File: src/rtl/multicycle_main_controller.sv
// Main control FSM for the multicycle RV32I datapath (Moore outputs, Mealy PCWrite in BRANCH).
// Optional macro ILLEGAL_OPCODE_TRAP_EN: unknown opcodes trap into HALT and raise illegal.
module multicycle_main_controller #(
  parameter int STATE_W = 4
) (
  input  logic       clk,
  input  logic       rst,
  input  logic [6:0] opcode,
  input  logic [2:0] func3,
  input  logic       zero,
  input  logic       neg,
  output logic       PCWrite,
  output logic       AdrSrc,
  output logic       MemWrite,
  output logic       IRWrite,
  output logic [1:0] ResultSrc,
  output logic [1:0] ALUSrcA,
  output logic [1:0] ALUSrcB,
  output logic [2:0] ImmSrc,
  output logic       RegWrite,
  output logic [1:0] ALUOp,
  output logic       illegal
);

  localparam logic [6:0] OP_R    = 7'b0110011;
  localparam logic [6:0] OP_I    = 7'b0010011;
  localparam logic [6:0] OP_LW   = 7'b0000011;
  localparam logic [6:0] OP_SW   = 7'b0100011;
  localparam logic [6:0] OP_B    = 7'b1100011;
  localparam logic [6:0] OP_JAL  = 7'b1101111;
  localparam logic [6:0] OP_JALR = 7'b1100111;
  localparam logic [6:0] OP_LUI  = 7'b0110111;

  typedef enum logic [STATE_W-1:0] {
    S_FETCH, S_DECODE, S_MEMADR, S_MEMREAD, S_MEMWB, S_MEMWRITE,
    S_EXECR, S_EXECI, S_ALUWB, S_BRANCH, S_JAL, S_JALR, S_JALRLINK,
    S_LUI
`ifdef ILLEGAL_OPCODE_TRAP_EN
    , S_HALT
`endif
  } state_t;

  state_t state, state_nxt;
  logic   taken;

  always_ff @(posedge clk or negedge rst) begin
    if (!rst) state <= S_FETCH;
    else      state <= state_nxt;
  end

  always_comb begin
    case (func3)
      3'b000:  taken = zero;
      3'b001:  taken = !zero;
      3'b100:  taken = neg;
      3'b101:  taken = !neg;
      default: taken = 1'b0;
    endcase
  end

  always_comb begin
    state_nxt = state;
    PCWrite   = 1'b0;
    AdrSrc    = 1'b0;
    MemWrite  = 1'b0;
    IRWrite   = 1'b0;
    ResultSrc = 2'b00;
    ALUSrcA   = 2'b00;
    ALUSrcB   = 2'b00;
    ImmSrc    = 3'b000;
    RegWrite  = 1'b0;
    ALUOp     = 2'b00;
    illegal   = 1'b0;
    // Outputs stay all-zero while reset is held so no write leaks through.
    if (rst) begin
      case (state)
        S_FETCH: begin
          IRWrite   = 1'b1;
          ALUSrcB   = 2'b10;
          ResultSrc = 2'b10;
          PCWrite   = 1'b1;
          state_nxt = S_DECODE;
        end
        S_DECODE: begin
          ALUSrcA = 2'b01;
          ALUSrcB = 2'b01;
          case (opcode)
            OP_B:    ImmSrc = 3'b010;
            OP_JAL:  ImmSrc = 3'b011;
            OP_SW:   ImmSrc = 3'b001;
            OP_LUI:  ImmSrc = 3'b100;
            default: ImmSrc = 3'b000;
          endcase
          case (opcode)
            OP_LW, OP_SW: state_nxt = S_MEMADR;
            OP_R:         state_nxt = S_EXECR;
            OP_I:         state_nxt = S_EXECI;
            OP_B:         state_nxt = S_BRANCH;
            OP_JAL:       state_nxt = S_JAL;
            OP_JALR:      state_nxt = S_JALR;
            OP_LUI:       state_nxt = S_LUI;
`ifdef ILLEGAL_OPCODE_TRAP_EN
            default:      state_nxt = S_HALT;
`else
            default:      state_nxt = S_FETCH;
`endif
          endcase
        end
        S_MEMADR: begin
          ALUSrcA   = 2'b10;
          ALUSrcB   = 2'b01;
          ImmSrc    = (opcode == OP_SW) ? 3'b001 : 3'b000;
          state_nxt = (opcode == OP_SW) ? S_MEMWRITE : S_MEMREAD;
        end
        S_MEMREAD: begin
          AdrSrc    = 1'b1;
          state_nxt = S_MEMWB;
        end
        S_MEMWB: begin
          ResultSrc = 2'b01;
          RegWrite  = 1'b1;
          state_nxt = S_FETCH;
        end
        S_MEMWRITE: begin
          AdrSrc    = 1'b1;
          MemWrite  = 1'b1;
          state_nxt = S_FETCH;
        end
        S_EXECR: begin
          ALUSrcA   = 2'b10;
          ALUOp     = 2'b10;
          state_nxt = S_ALUWB;
        end
        S_EXECI: begin
          ALUSrcA   = 2'b10;
          ALUSrcB   = 2'b01;
          ALUOp     = 2'b10;
          state_nxt = S_ALUWB;
        end
        S_ALUWB: begin
          RegWrite  = 1'b1;
          state_nxt = S_FETCH;
        end
        S_BRANCH: begin
          ALUSrcA   = 2'b10;
          ALUOp     = 2'b01;
          PCWrite   = taken;
          state_nxt = S_FETCH;
        end
        S_JAL: begin
          ALUSrcA   = 2'b01;
          ALUSrcB   = 2'b10;
          PCWrite   = 1'b1;
          state_nxt = S_ALUWB;
        end
        S_JALR: begin
          ALUSrcA   = 2'b10;
          ALUSrcB   = 2'b01;
          ResultSrc = 2'b10;
          PCWrite   = 1'b1;
          state_nxt = S_JALRLINK;
        end
        // Link value OldPC + 4 is formed after the jump target has been taken.
        S_JALRLINK: begin
          ALUSrcA   = 2'b01;
          ALUSrcB   = 2'b10;
          state_nxt = S_ALUWB;
        end
        S_LUI: begin
          ImmSrc    = 3'b100;
          ResultSrc = 2'b11;
          RegWrite  = 1'b1;
          state_nxt = S_FETCH;
        end
`ifdef ILLEGAL_OPCODE_TRAP_EN
        S_HALT: begin
          illegal   = 1'b1;
          state_nxt = S_HALT;
        end
`endif
        default: state_nxt = S_FETCH;
      endcase
    end
  end

endmodule

File: config.mk
export PLATFORM = sky130hd
export DESIGN_NAME = multicycle_main_controller
export DESIGN_NICKNAME = d
export VERILOG_FILES = /design/src/rtl/multicycle_main_controller.sv
export SDC_FILE = /design/constraint.sdc
export NUM_CORES = 1
export LEC_CHECK = 0
export ABC_CLOCK_PERIOD_IN_PS = 1800
export CORE_MARGIN = 5
export CORE_UTILIZATION = 38
export CTS_CLUSTER_SIZE = 40
export DETAILED_ROUTE_END_ITERATION = 6
export PLACE_DENSITY = 0.72
export SETUP_SLACK_MARGIN = 0.2
export SYNTH_ARGS = -nofsm -noshare
export SYNTH_HDL_FRONTEND = slang
export SYNTH_SLANG_ARGS = --single-unit
export TNS_END_PERCENT = 30
File: constraint.sdc
create_clock -name clk -period 1.8 [get_ports clk]
set_input_delay 0.45 -clock clk [delete_from_list [all_inputs] [get_ports clk]]
set_output_delay 0.45 -clock clk [all_outputs]
set_load 0.05 [all_outputs]
# == Word-level counts from Yosys, hierarchy flattened ==
# Index checks and enable logic that the tools add are counted.
# Widths: inputs -> output; s select.
# totals
register_bits,4
elab_cells,66
output_inout_bits,17
inputBits,14
# classes
eq_ne,24
muxes,26
n_reduce_logical,15
# ops
operator,count
$pmux 4 s7,1
$eq 4x4->1 const B,6
$pmux 4 s6,1
$eq 7x6->1 const B,3
$eq 7x7->1 const B,3
$eq 4x3->1 const B,4
$pmux 2 s2,3
$pmux 3 s4,1
$reduce_or 3->1,4
$mux 1,10
$pmux 3 s3,1
$eq 4x2->1 const B,2
$mux 2,4
$reduce_or 2->1,4
$reduce_or 4->1,2
$eq 7x2->1 const B,1
$eq 7x5->1 const B,1
$eq 3x3->1 const B,2
$mux 3,2
$pmux 2 s3,1
$reduce_or 5->1,1
$eq 4x1->1 const B,1
$logic_not 4->1,1
$pmux 1 s4,1
other kinds (4),5

# == Longest topological paths before layout ==
# Gate-level depths: netlist of the first run.
# depth
depth_word,4
depth_mapped,5
mapped_depth_nobuf,4

# == Least setup slack after synthesis of the first run ==
# OpenSTA, ideal clock, no wires.
# synth_path
path_type,input to output
from,input port rst
to,output port MemWrite
arrival_ns,2.071
path_stages,4
path_slack_ns,-0.721
path_cell_list,clkbuf_1 -> clkbuf_1 -> nand2_1 -> nor3_1
# synth_via
elab_chain_cells,1
# synth_rtl
item,line,text
"start, declared",7,"input logic rst,"
$mux 1,75,if (rst) begin
"end, declared",14,"output logic MemWrite,"
# Every way passes these cells.

# == Worst setup path after layout of the first run ==
# layout_path
from,register state[3]
to,output port ImmSrc[0]
# layout_via
elab_chain_cells,3
word_cells_on_any_way,5
cone_classes,eq/ne: 3; mux: 2
# layout_rtl
item,line,text
"start, declared",43,"state_t state, state_nxt;"
"start signal, assigned",48,else state <= state_nxt;
$eq 4x4->1 (tied with other cells),76,case (state)
$pmux 3 s3 (*),76,
$mux 3 (*),75,
"end, declared",19,"output logic [2:0] ImmSrc,"
# Every way passes the cells marked *; elsewhere a longest branch is shown, timed or not.

==> results.toml, run 1 <==
[logic_synthesis]
async_flop_share_pct = 100
synth_cells = 106
yosysWarnings = 0
avgSynthCellArea_um2 = 6.95
synth-main-ff-cell = "dfrtp_1"
synth_top_area_cell = "dfrtp_1"
ys_seq_area_share_pct = 13.6
synthTopCellsByArea = "dfrtp_1 (14%), xnor2_1 (5.9%), nand2_1 (5.6%), o21ai_0 (5.4%), nor2b_1 (4.2%)"
synthesis.area_um2 = 737
synth_cell_types = 46
synth_top_area_share_pct = 13.6
ys_ff_latch = 4
synth_nets = 120
synth_edf_count = 0

[floorplan]
die-height_um = 54.0
design.core.area_um2 = 1900
pin_count = 31
die_area_um2 = 2920
initial_core_util_pct = 38.8
die_w_um = 54.0
rows = 16

[placed_design]
io_buffers = 29
gp_congestion = 0.918
place_ws_ps = -641
dp_hpwl_mm = 2.20

[final_layout]
diodes = 0
reg_top3 = "state (4)"
register_area_um2 = 100
finalCoreUtilization_pct = 87.6
multi_input_area_um2 = 713
drive_gt1_share_pct = 52.7
synthToLayoutAreaGrowth_pct = 126
top_register = "state"
fill_cells = 89
largest_register_ff_count = 4
nets = 185

[worst_setup_path]
crit_path_max_fanout = 2
cp-start-kind = "register"
setup.worst_path.end_class = "primary output"
cp.required_ps = 1350
arrival_ps = 1790
path_class = "reg -> out"

[grt]
grt-ovfl-total = 0
grt_pass1_wl_mm = 4.58
gr-usage-met2_pct = 42.5
grt_busiest_layer = "met2"
met3_usage_pct = 2.77
antenna_found_initial = 0
met1_usage_pct = 22.2
grt_pass1_vias = 1063
grt_usage_pct = 21.3
grt_max_degree = 17

[timing]
fin_hold_ws_ps = 508
tns_ps = -3260
clock.fmax_mhz = 446
slew_violations = 0
fin_ws_ps = -441
hold_violations = 0
fin_crit_sh_pct = 124
rsz0062_at_grt = "true"
setup_viol = 16
period_needed_ps = 2240
fin_skew_ps = 2.42

[drt]
wl_per_cell_um = 18.8
num_vias = 1147
routed_via_density = 5.85
drt_wl_total_mm = 3.69
drcViolationCount = 0
drt-initial-drc-count = 31
antenna_left = 0
dr.pass1.iters = 4

[pwr]
combPwrFrac_pct = 87.7
clock_power_share_pct = 5.2
p_leak_nw = 0.705
vdd_drop_max_v = 0.000746
p_sw_w = 0.00106
cellPowerDensity_nw_per_um2 = 1290
p_sw_share_pct = 49.2
p_int_w = 0.00109
seqPwrFrac_pct = 7.1

[cts]
htreeDepth = 1
cts_tree = "yes"
clockRootBuffer = "clkbuf_4"
ctsHoldBuffers = 0
clock_sinks = 4
cts.clk_slew.worst_paths_ps = 40
clk_path_buf_depth = 2
insertion_delay_ps = 230
cts_buffers = 3

[flow_run]
maxCapViolations = 0

[hold_path]
hold_class = "in -> async"

[status]
status = "finished, violations left"
violations = "negative setup slack"
final timing paths:
kind	from	endpoint	slack (ps)	cells after the start
min reg2reg	state[0]	state[0]	680	2
min in group clk	state[0]	state[0]	680	2
min	rst	state[0]	510	3
max reg2reg	state[3]	state[3]	130	6
max in group asynchronous	rst	state[1]	1160	3
max	state[3]	ImmSrc[0]	-440	5
through the flow:
stage          cell area (um^2)  cells  power [W]
2_1_floorplan               803    106   0.000998
3_3_place_gp               1440    180    0.00161
3_5_place_dp               1440    180    0.00165
4_1_cts                    1520    185    0.00181
5_1_grt                    1670    196    0.00224
6_report                   1670    196    0.00215
placed cells by master (no fill, tap or decap), drive strengths merged, types with 2 or more instances in the layout:
cell type,count
a21oi,3
clkbuf,4
nand3b,2
dfrtp,4
nand3,2
and3,4
clkdlybuf4s15,2
o21ai,8
nor2,7
inv,3
and2b,3
or2,3
a31oi,2
and2,3
and4,2
nand4,3
nor2b,5
buf,56
xnor2,5
o221ai,2
a22oi,3
dlygate4sd2,10
nand2,11
synthesized netlist by cell type, types with 2 or more instances:
cell type,instances
nand2_1,11
o221ai_1,2
and4_1,2
and2b_1,2
buf_2,2
and2_1,3
and3_1,4
xnor2_1,5
a21oi_1,3
a31oi_1,2
clkbuf_1,5
a22oi_1,3
dfrtp_1,4
inv_1,3
nand4_1,3
nand3_1,2
nor2b_1,5
buf_4,2
nand3b_1,2
nor2_1,7
or2_1,2
o21ai_0,8
layout make-up:
type,count,share of cell area (%)
Timing Repair Buffer,70,47.1
Sequential cell,4,6.01
Inverter,3,0.676
Multi-Input combinational cell,89,42.8
Tap cell,27,2.03
Clock buffer,3,1.35
logic make-up after synthesis:
group	count (synthesis)	share of synthesized area [%]
AND/OR/NAND/NOR	53	41.6
AO/OA/AOI/OAI	27	25.3
buffers and inverters	13	9.00
XOR/XNOR	6	7.13
flip-flops	4	13.6
multiplexers	2	2.89
other	1	0.509
per-layer routing:
metal	vias to the layer above	share of wire [%]
li1	516	-
met1	552	38
met5	-	0
met4	0	2.3
met2	71	53
met3	8	6.6
power groups by stage:
stage / sequential (W) / combinational, W / clock (W)
after floorplan: 0.000155 / 0.000843 / 0
after global placement: 0.000136 / 0.00148 / 0
after detailed placement: 0.000141 / 0.00151 / 0
after CTS: 0.000144 / 0.00156 / 0.000111
after global routing: 0.000156 / 0.00196 / 0.000123
final: 0.000153 / 0.00188 / 0.000112
what timing repair did:
action | CTS | global route
cloned | 0 | 1
resized for setup | 27 | 18
pin swaps | 13 | 7
setup endpoints to repair | 20 | 19
endpoints found under the hold margin | 0 | 0
buffers inserted | 2 | 10
worst max-delay path, cell delays in order, from the launching register on:
cell and delay (ps):
dfrtp_1 400, and4bb_1 320, nand4_1 120, or2_1 260, a211oi_4 270, buf_12 180
(Power assumes the default switching activity.)
==> run 2, diff against run 1 <==
- ABC_AREA: default -> 1
- CORE_UTILIZATION: 38 -> 36
- PLACE_DENSITY: 0.72 -> 0.7
==> run 2 against run 1 <==
Compared with the run above: area after synthesis shrank 10%; synthesized cell count up 20%; the run now fails in clock tree synthesis (4_1_cts).
==> results.toml, run 2 <==
[logic_synthesis]
synth_top_family_by_area = "simple AND/OR/NAND/NOR gates"
ys_seq_area_share_pct = 15.1
synth_nets = 141
synthMostInstantiatedCell = "nand2_1"
synth_cells = 127
synth_top_area_share_pct = 22.1
synth_top_area_cell = "nand2_1"
synth_xor_area_share_pct = 0
yosys-top-cells-count = "nand2_1 (39), inv_1 (21), nor2_1 (16)"
synth_compound_area_share_pct = 17.2
synth-main-ff-cell = "dfrtp_1"
yosysWarnings = 0
synthesis.area_um2 = 662
async_flop_share_pct = 100
synth_edf_count = 0
synthTopCellsByArea = "nand2_1 (22%), dfrtp_1 (15%), inv_1 (12%), nor2_1 (9.1%), nand3_1 (6.0%)"
yosys-mux-area-fraction_pct = 0
ys_ff_latch = 4
synthAdderAreaFrac_pct = 0
synth_cell_types = 25
avgSynthCellArea_um2 = 5.21
synthSimpleGateAreaFrac_pct = 50.1

[placed_design]
dp_hpwl_mm = 2.40
io_buffers = 29
gp_congestion = 0.856
place_ws_ps = -462
dpl_cell_area_um2 = 1500

[status]
firstError = "[ERROR DPL-0038] Utilization greater than 100%, impossible to legalize"
status = "stopped before the end"
stop_stage = "clock tree synthesis (4_1_cts)"

[cts]
ctsResizeCount = 69
cts_buffers = 3
htreeDepth = 1
ctsHoldBuffers = 0
post-cts-setup-buffers = 9
clockRootBuffer = "clkbuf_4"
clock_sinks = 4
clk_path_buf_depth = 2

[floorplan]
initial_core_util_pct = 37.9
pin_count = 31
die_w_um = 52.9
rows = 15
die-height_um = 52.9
run 2: changes by cell type after synthesis, sizes merged, moves of 7 or more:
cell,change
nand2,+29
inv,+21
nor2,+15
nand3,+7
run 2: cells by family after synthesis:
| family | count (synthesis) |
|---|---|
| buffers and inverters | 27 |
| other | 1 |
| AO/OA/AOI/OAI | 19 |
| AND/OR/NAND/NOR | 76 |
| flip-flops | 4 |
run 2: metrics by stage:
step           instances  hold slack [ps]  utilization [%]
3_5_place_dp         201              555             85.7
2_1_floorplan        127              154                -
3_3_place_gp         201              522             85.7
==> run 3, diff against run 2 <==
- ABC_CLOCK_PERIOD_IN_PS: 1800 -> 2300
- CORE_AREA: default -> 5 5 66 68
- CORE_MARGIN: 5 -> default
- CORE_UTILIZATION: 36 -> default
- CTS_CLUSTER_SIZE: 40 -> default
- DIE_AREA: default -> 0 0 71 73
- PLACE_DENSITY: 0.7 -> default
- PLACE_DENSITY_LB_ADDON: default -> 0.15
- SETUP_SLACK_MARGIN: 0.2 -> default
- clock period: 1.8 -> 2.3 ns (I/O delays scaled with it)
==> run 3 against run 2 <==
Compared with the run above: the flow now finishes without violations; synthesized cell count unchanged; area after synthesis unchanged.
==> results.toml, run 3 <==
[status]
status = "finished, final reports clean"

[drt]
wl_per_cell_um = 10.1
num_vias = 917
drt-initial-drc-count = 57
routed_via_density = 4.17
drcViolationCount = 0
antenna_left = 0
dr.pass1.iters = 4
drt_wl_total_mm = 2.23

[logic_synthesis]
ys_ff_latch = 4
synth_cells = 127
synth_top_area_share_pct = 22.1
yosysWarnings = 0
avgSynthCellArea_um2 = 5.21
synth_edf_count = 0
synth-main-ff-cell = "dfrtp_1"
synthesis.area_um2 = 662
synthMostInstantiatedCell = "nand2_1"
synth_nets = 141
synth_cell_types = 25
ys_seq_area_share_pct = 15.1
synth_top_area_cell = "nand2_1"
synthTopCellsByArea = "nand2_1 (22%), dfrtp_1 (15%), inv_1 (12%), nor2_1 (9.1%), nand3_1 (6.0%)"
async_flop_share_pct = 100
yosys-top-cells-count = "nand2_1 (39), inv_1 (21), nor2_1 (16)"

[placed_design]
place_ws_ps = -220
dp_hpwl_mm = 1.90
gp_congestion = 0.893
dpl_cell_area_um2 = 1270
placed_cells = 215
io_buffers = 29

[cts]
cts.clk_slew.worst_paths_ps = 30
clockRootBuffer = "clkbuf_8"
cts_buffers = 3
htreeDepth = 1
cts_tree = "yes"
insertion_delay_ps = 210
clk_path_buf_depth = 2
clock_sinks = 4

[worst_setup_path]
crit_path_max_fanout = 15
reg2regPathDepth = 9
path_class = "in -> out"
cp-start-kind = "input pin"
crit_top_cell = "buf_12"
slowest_delay_ps = 420
cp.required_ps = 1730
path_cells = "clkdlybuf4s50_1 -> inv_1 -> buf_12 -> a21oi_2 -> a31o_2 -> buf_12"
arrival_ps = 1680
setup.worst_path.end_class = "primary output"
slowest_stage = "clkdlybuf4s50_1"

[floorplan]
rows = 23
initial_core_util_pct = 17.4
die_area_um2 = 5180
die_w_um = 71
die-height_um = 73
pin_count = 31
design.core.area_um2 = 3800

[timing]
clock.fmax_mhz = 443
setup_viol = 0
fin_ws_ps = 41.7
period_needed_ps = 2260
rsz0062_at_grt = "true"
hold_violations = 0
fin_skew_ps = 1.67
tns_ps = 0
slew_violations = 0
fin_crit_sh_pct = 98.2

[final_layout]
fin_cells = 220
top_register = "state"
drive_gt1_share_pct = 40.0
layout_commonest_cell = "nand2_1"
nets = 186
final_area_um2 = 1420
reg_top3 = "state (4)"
mostFrequentLayoutCells = "nand2_1 (35), inv_1 (19), buf_12 (17)"
diodes = 0
synthToLayoutAreaGrowth_pct = 114
largest_register_ff_count = 4

[grt]
grt_pass1_vias = 893
grt-ovfl-total = 0
grt_pass1_wl_mm = 3.79
grt_usage_pct = 8.75
antenna_found_initial = 0
grt_max_degree = 16

[hold_path]
hold_class = "reg -> reg"
min_path_cells = 2

[flow_run]
maxCapViolations = 0

[pwr]
cellPowerDensity_nw_per_um2 = 483
p_leak_nw = 0.648
vdd_drop_max_v = 0.000242
power.total_w = 0.000684
run 3: what timing repair did:
action | in CTS | in global routing
setup endpoints to repair | 4 | 4
buffers inserted | 2 | 0
resized for setup | 31 | 4
hold buffers | 0 | 0
pin swaps | 11 | 3
run 3: power by group:
group          switching (W)  internal [W]  total [W]
clock network      0.0000332      0.000111   0.000145
registers          0.0000114     0.0000799  0.0000913
logic               0.000266      0.000182   0.000448
total               0.000311      0.000373   0.000684
run 3: final timing paths:
check,slack [ps],end,from
max,40,RegWrite,rst
min,530,state[0],state[0]
max reg2reg,970,state[3],state[1]
min reg2reg,530,state[0],state[0]
max in group asynchronous,1370,state[0],rst
min in group asynchronous,660,state[3],rst
run 3: cell type report:
cell class              count  area, um^2
multi-input cells          96         561
fillers                   418        2380
flip-flops and latches      4         100
clock buffers               3        41.3
repair buffers             43         561
inverters                  24        92.6
well taps                  50        62.6
run 3: layer usage:
metal | vias up | global-route usage, % | share of wire, %
li1 | 481 | - | -
met1 | 422 | 10.2 | 43
met2 | 14 | 16.5 | 53
met3 | 0 | 1.65 | 3.8
met4 | 0 | 1.88 | 0
met5 | - | 0 | 0
run 3: logic make-up (layout without fill, tap and decap cells):
family	count (synthesis)	in the layout	share of synthesized area, %
AO/OA/AOI/OAI	19	19	17.2
flip-flops	4	4	15.1
AND/OR/NAND/NOR	76	76	50.1
other	1	1	0.567
buffers and inverters	27	70	17.0
run 3: metrics by stage:
step                util (%)  hold slack [ps]
floorplan                  -              279
global placement        33.3              523
detailed placement      33.3              524
CTS                     36.9              535
global route            37.3              601
finish                  37.3              529
run 3: worst max-delay path: cells and delay by family:
family | cells | cell delay, ps
AOI/OAI and AO/OA | 2 | 290
buffers and inverters | 4 | 830
==> run 4, diff against run 3 <==
- CELL_PAD_IN_SITES_DETAIL_PLACEMENT: default -> 1
- CELL_PAD_IN_SITES_GLOBAL_PLACEMENT: default -> 1
==> run 4 against run 3 <==
Compared with the run above: final cell count is 5.9% higher; first-iteration DRC count is 46% lower; critical path depth is 1 higher; clock power hardly changed; sequential share of layout area is 0.28 points lower; global-route usage is 2.3 points higher; routed wire length is 28% higher; critical path type unchanged.
==> results.toml, run 4 (same netlist as run 3, synthesis figures left out) <==
[timing]
hold_violations = 0
fin_hold_ws_ps = 504
fin_skew_ps = 1.50
slew_violations = 0
setup_viol = 0
tns_ps = 0
fin_crit_sh_pct = 97.6
period_needed_ps = 2240
rsz0062_at_grt = "true"
clock.fmax_mhz = 445

[drt]
wl_per_cell_um = 12.2
dr.pass1.iters = 4
routed_via_density = 4.22
drt-initial-drc-count = 31
drt_wl_total_mm = 2.85
antenna_left = 0
num_vias = 984
drcViolationCount = 0

[grt]
grt_pass1_wl_mm = 4.71
grt_pass1_vias = 1048
grt_max_degree = 14
antenna_found_initial = 0
grt-ovfl-total = 0
grt_usage_pct = 11.1

[pwr]
p_sw_share_pct = 44.1
combPwrFrac_pct = 67.2
seqPwrFrac_pct = 13.0
clock_power_share_pct = 19.9
p_leak_nw = 0.716
vdd_drop_max_v = 0.000280
p_int_w = 0.000402
cellPowerDensity_nw_per_um2 = 475
p_sw_w = 0.000317

[final_layout]
largest_register_ff_count = 4
layout_commonest_cell = "nand2_1"
reg_top3 = "state (4)"
drive_gt1_share_pct = 45.9
fin_cells = 233
mostFrequentLayoutCells = "nand2_1 (34), buf_4 (26), inv_1 (17)"
finalCoreUtilization_pct = 39.9
top_register = "state"
synthToLayoutAreaGrowth_pct = 129
diodes = 0
nets = 199
fill_cells = 494

[worst_setup_path]
crit_top_cell = "nand2_2"
critical_path.top_delay_family = "buffers and inverters"
crit_path_max_fanout = 2
path_class = "in -> out"
path_cells = "dlygate4sd2_1 -> inv_2 -> nand2_2 -> nor2_4 -> nand2_2 -> a211oi_4 -> buf_12"
slowest_delay_ps = 280
path_buf_inv = 3
cp-start-kind = "input pin"
setup.worst_path.end_class = "primary output"
slowest_stage = "a211oi_4"
arrival_ps = 1670
cp.required_ps = 1730

[status]
status = "finished, final reports clean"

[cts]
cts_tree = "yes"
insertion_delay_ps = 210
cts_buffers = 3
cts.clk_slew.worst_paths_ps = 30
clk_path_buf_depth = 2
clock_sinks = 4
htreeDepth = 1
clockRootBuffer = "clkbuf_8"

[placed_design]
placed_cells = 215
dp_hpwl_mm = 2.17
io_buffers = 29
gp_congestion = 0.854

[floorplan]
die_w_um = 71
pin_count = 31
die_area_um2 = 5180
initial_core_util_pct = 17.4
design.core.area_um2 = 3800
rows = 23
die-height_um = 73

[flow_run]
maxCapViolations = 0

[hold_path]
hold_class = "in -> async"
[run 4: repair_timing]
| action | 4_1_cts | 5_1_grt |
|---|---|---|
| gates resized for setup | 27 | 15 |
| hold buffers | 0 | 0 |
| cloned | 0 | 0 |
| setup endpoints to repair | 12 | 6 |
| pin swaps | 10 | 9 |
| setup buffers | 8 | 7 |
[run 4: worst paths after layout]
check | start | end | slack [ps] | cells after the start
setup / recovery | opcode[2] | ImmSrc[1] | 60 | 7
max in group asynchronous | rst | state[2] | 1630 | 2
setup reg to reg | state[0] | state[2] | 790 | 10
hold / removal | rst | state[3] | 500 | 2
min in group clk | state[0] | state[0] | 550 | 2
hold reg to reg | state[0] | state[0] | 550 | 2
[run 4: metal layers]
layer	GRT usage, %	wire length, um	share of wire [%]
met3	1.65	98	3.4
met4	1.88	0	0
met5	0	0	0
met2	20.8	1540	54
met1	13.5	1210	42
[run 4: power by group through the flow]
stage	combinational (W)	sequential, W	clock (W)
2_1_floorplan	0.000237	0.0000894	0
3_3_place_gp	0.000429	0.0000921	0
3_5_place_dp	0.000431	0.0000918	0
4_1_cts	0.000457	0.0000910	0.000150
5_1_grt	0.000519	0.0000946	0.000157
6_report	0.000483	0.0000932	0.000143
[run 4: metrics by stage]
step	power [W]	setup WS, ps	area (um^2)
floorplan	0.000326	-24.5	671
global placement	0.000521	-198	1250
detailed placement	0.000523	-256	1250
CTS	0.000697	-71.6	1420
global route	0.000771	-19.9	1510
finish	0.000720	55.3	1510
[run 4: final cells by class]
type	count	area, um^2	share of cell area (%)
flip-flops and latches	4	103	6.78
inverters	24	96.3	6.36
multi-input cells	96	539	35.6
clock buffers	3	41.3	2.73
repair buffers	56	672	44.4
well taps	50	62.6	4.13
[run 4: worst register-to-register path: cells and delay by family, from the launching register on]
family | cells | cell delay, ps
and+or+nand+nor | 4 | 350
DFF | 1 | 390
buffers and inverters | 4 | 430
AOI/OAI and AO/OA | 2 | 230
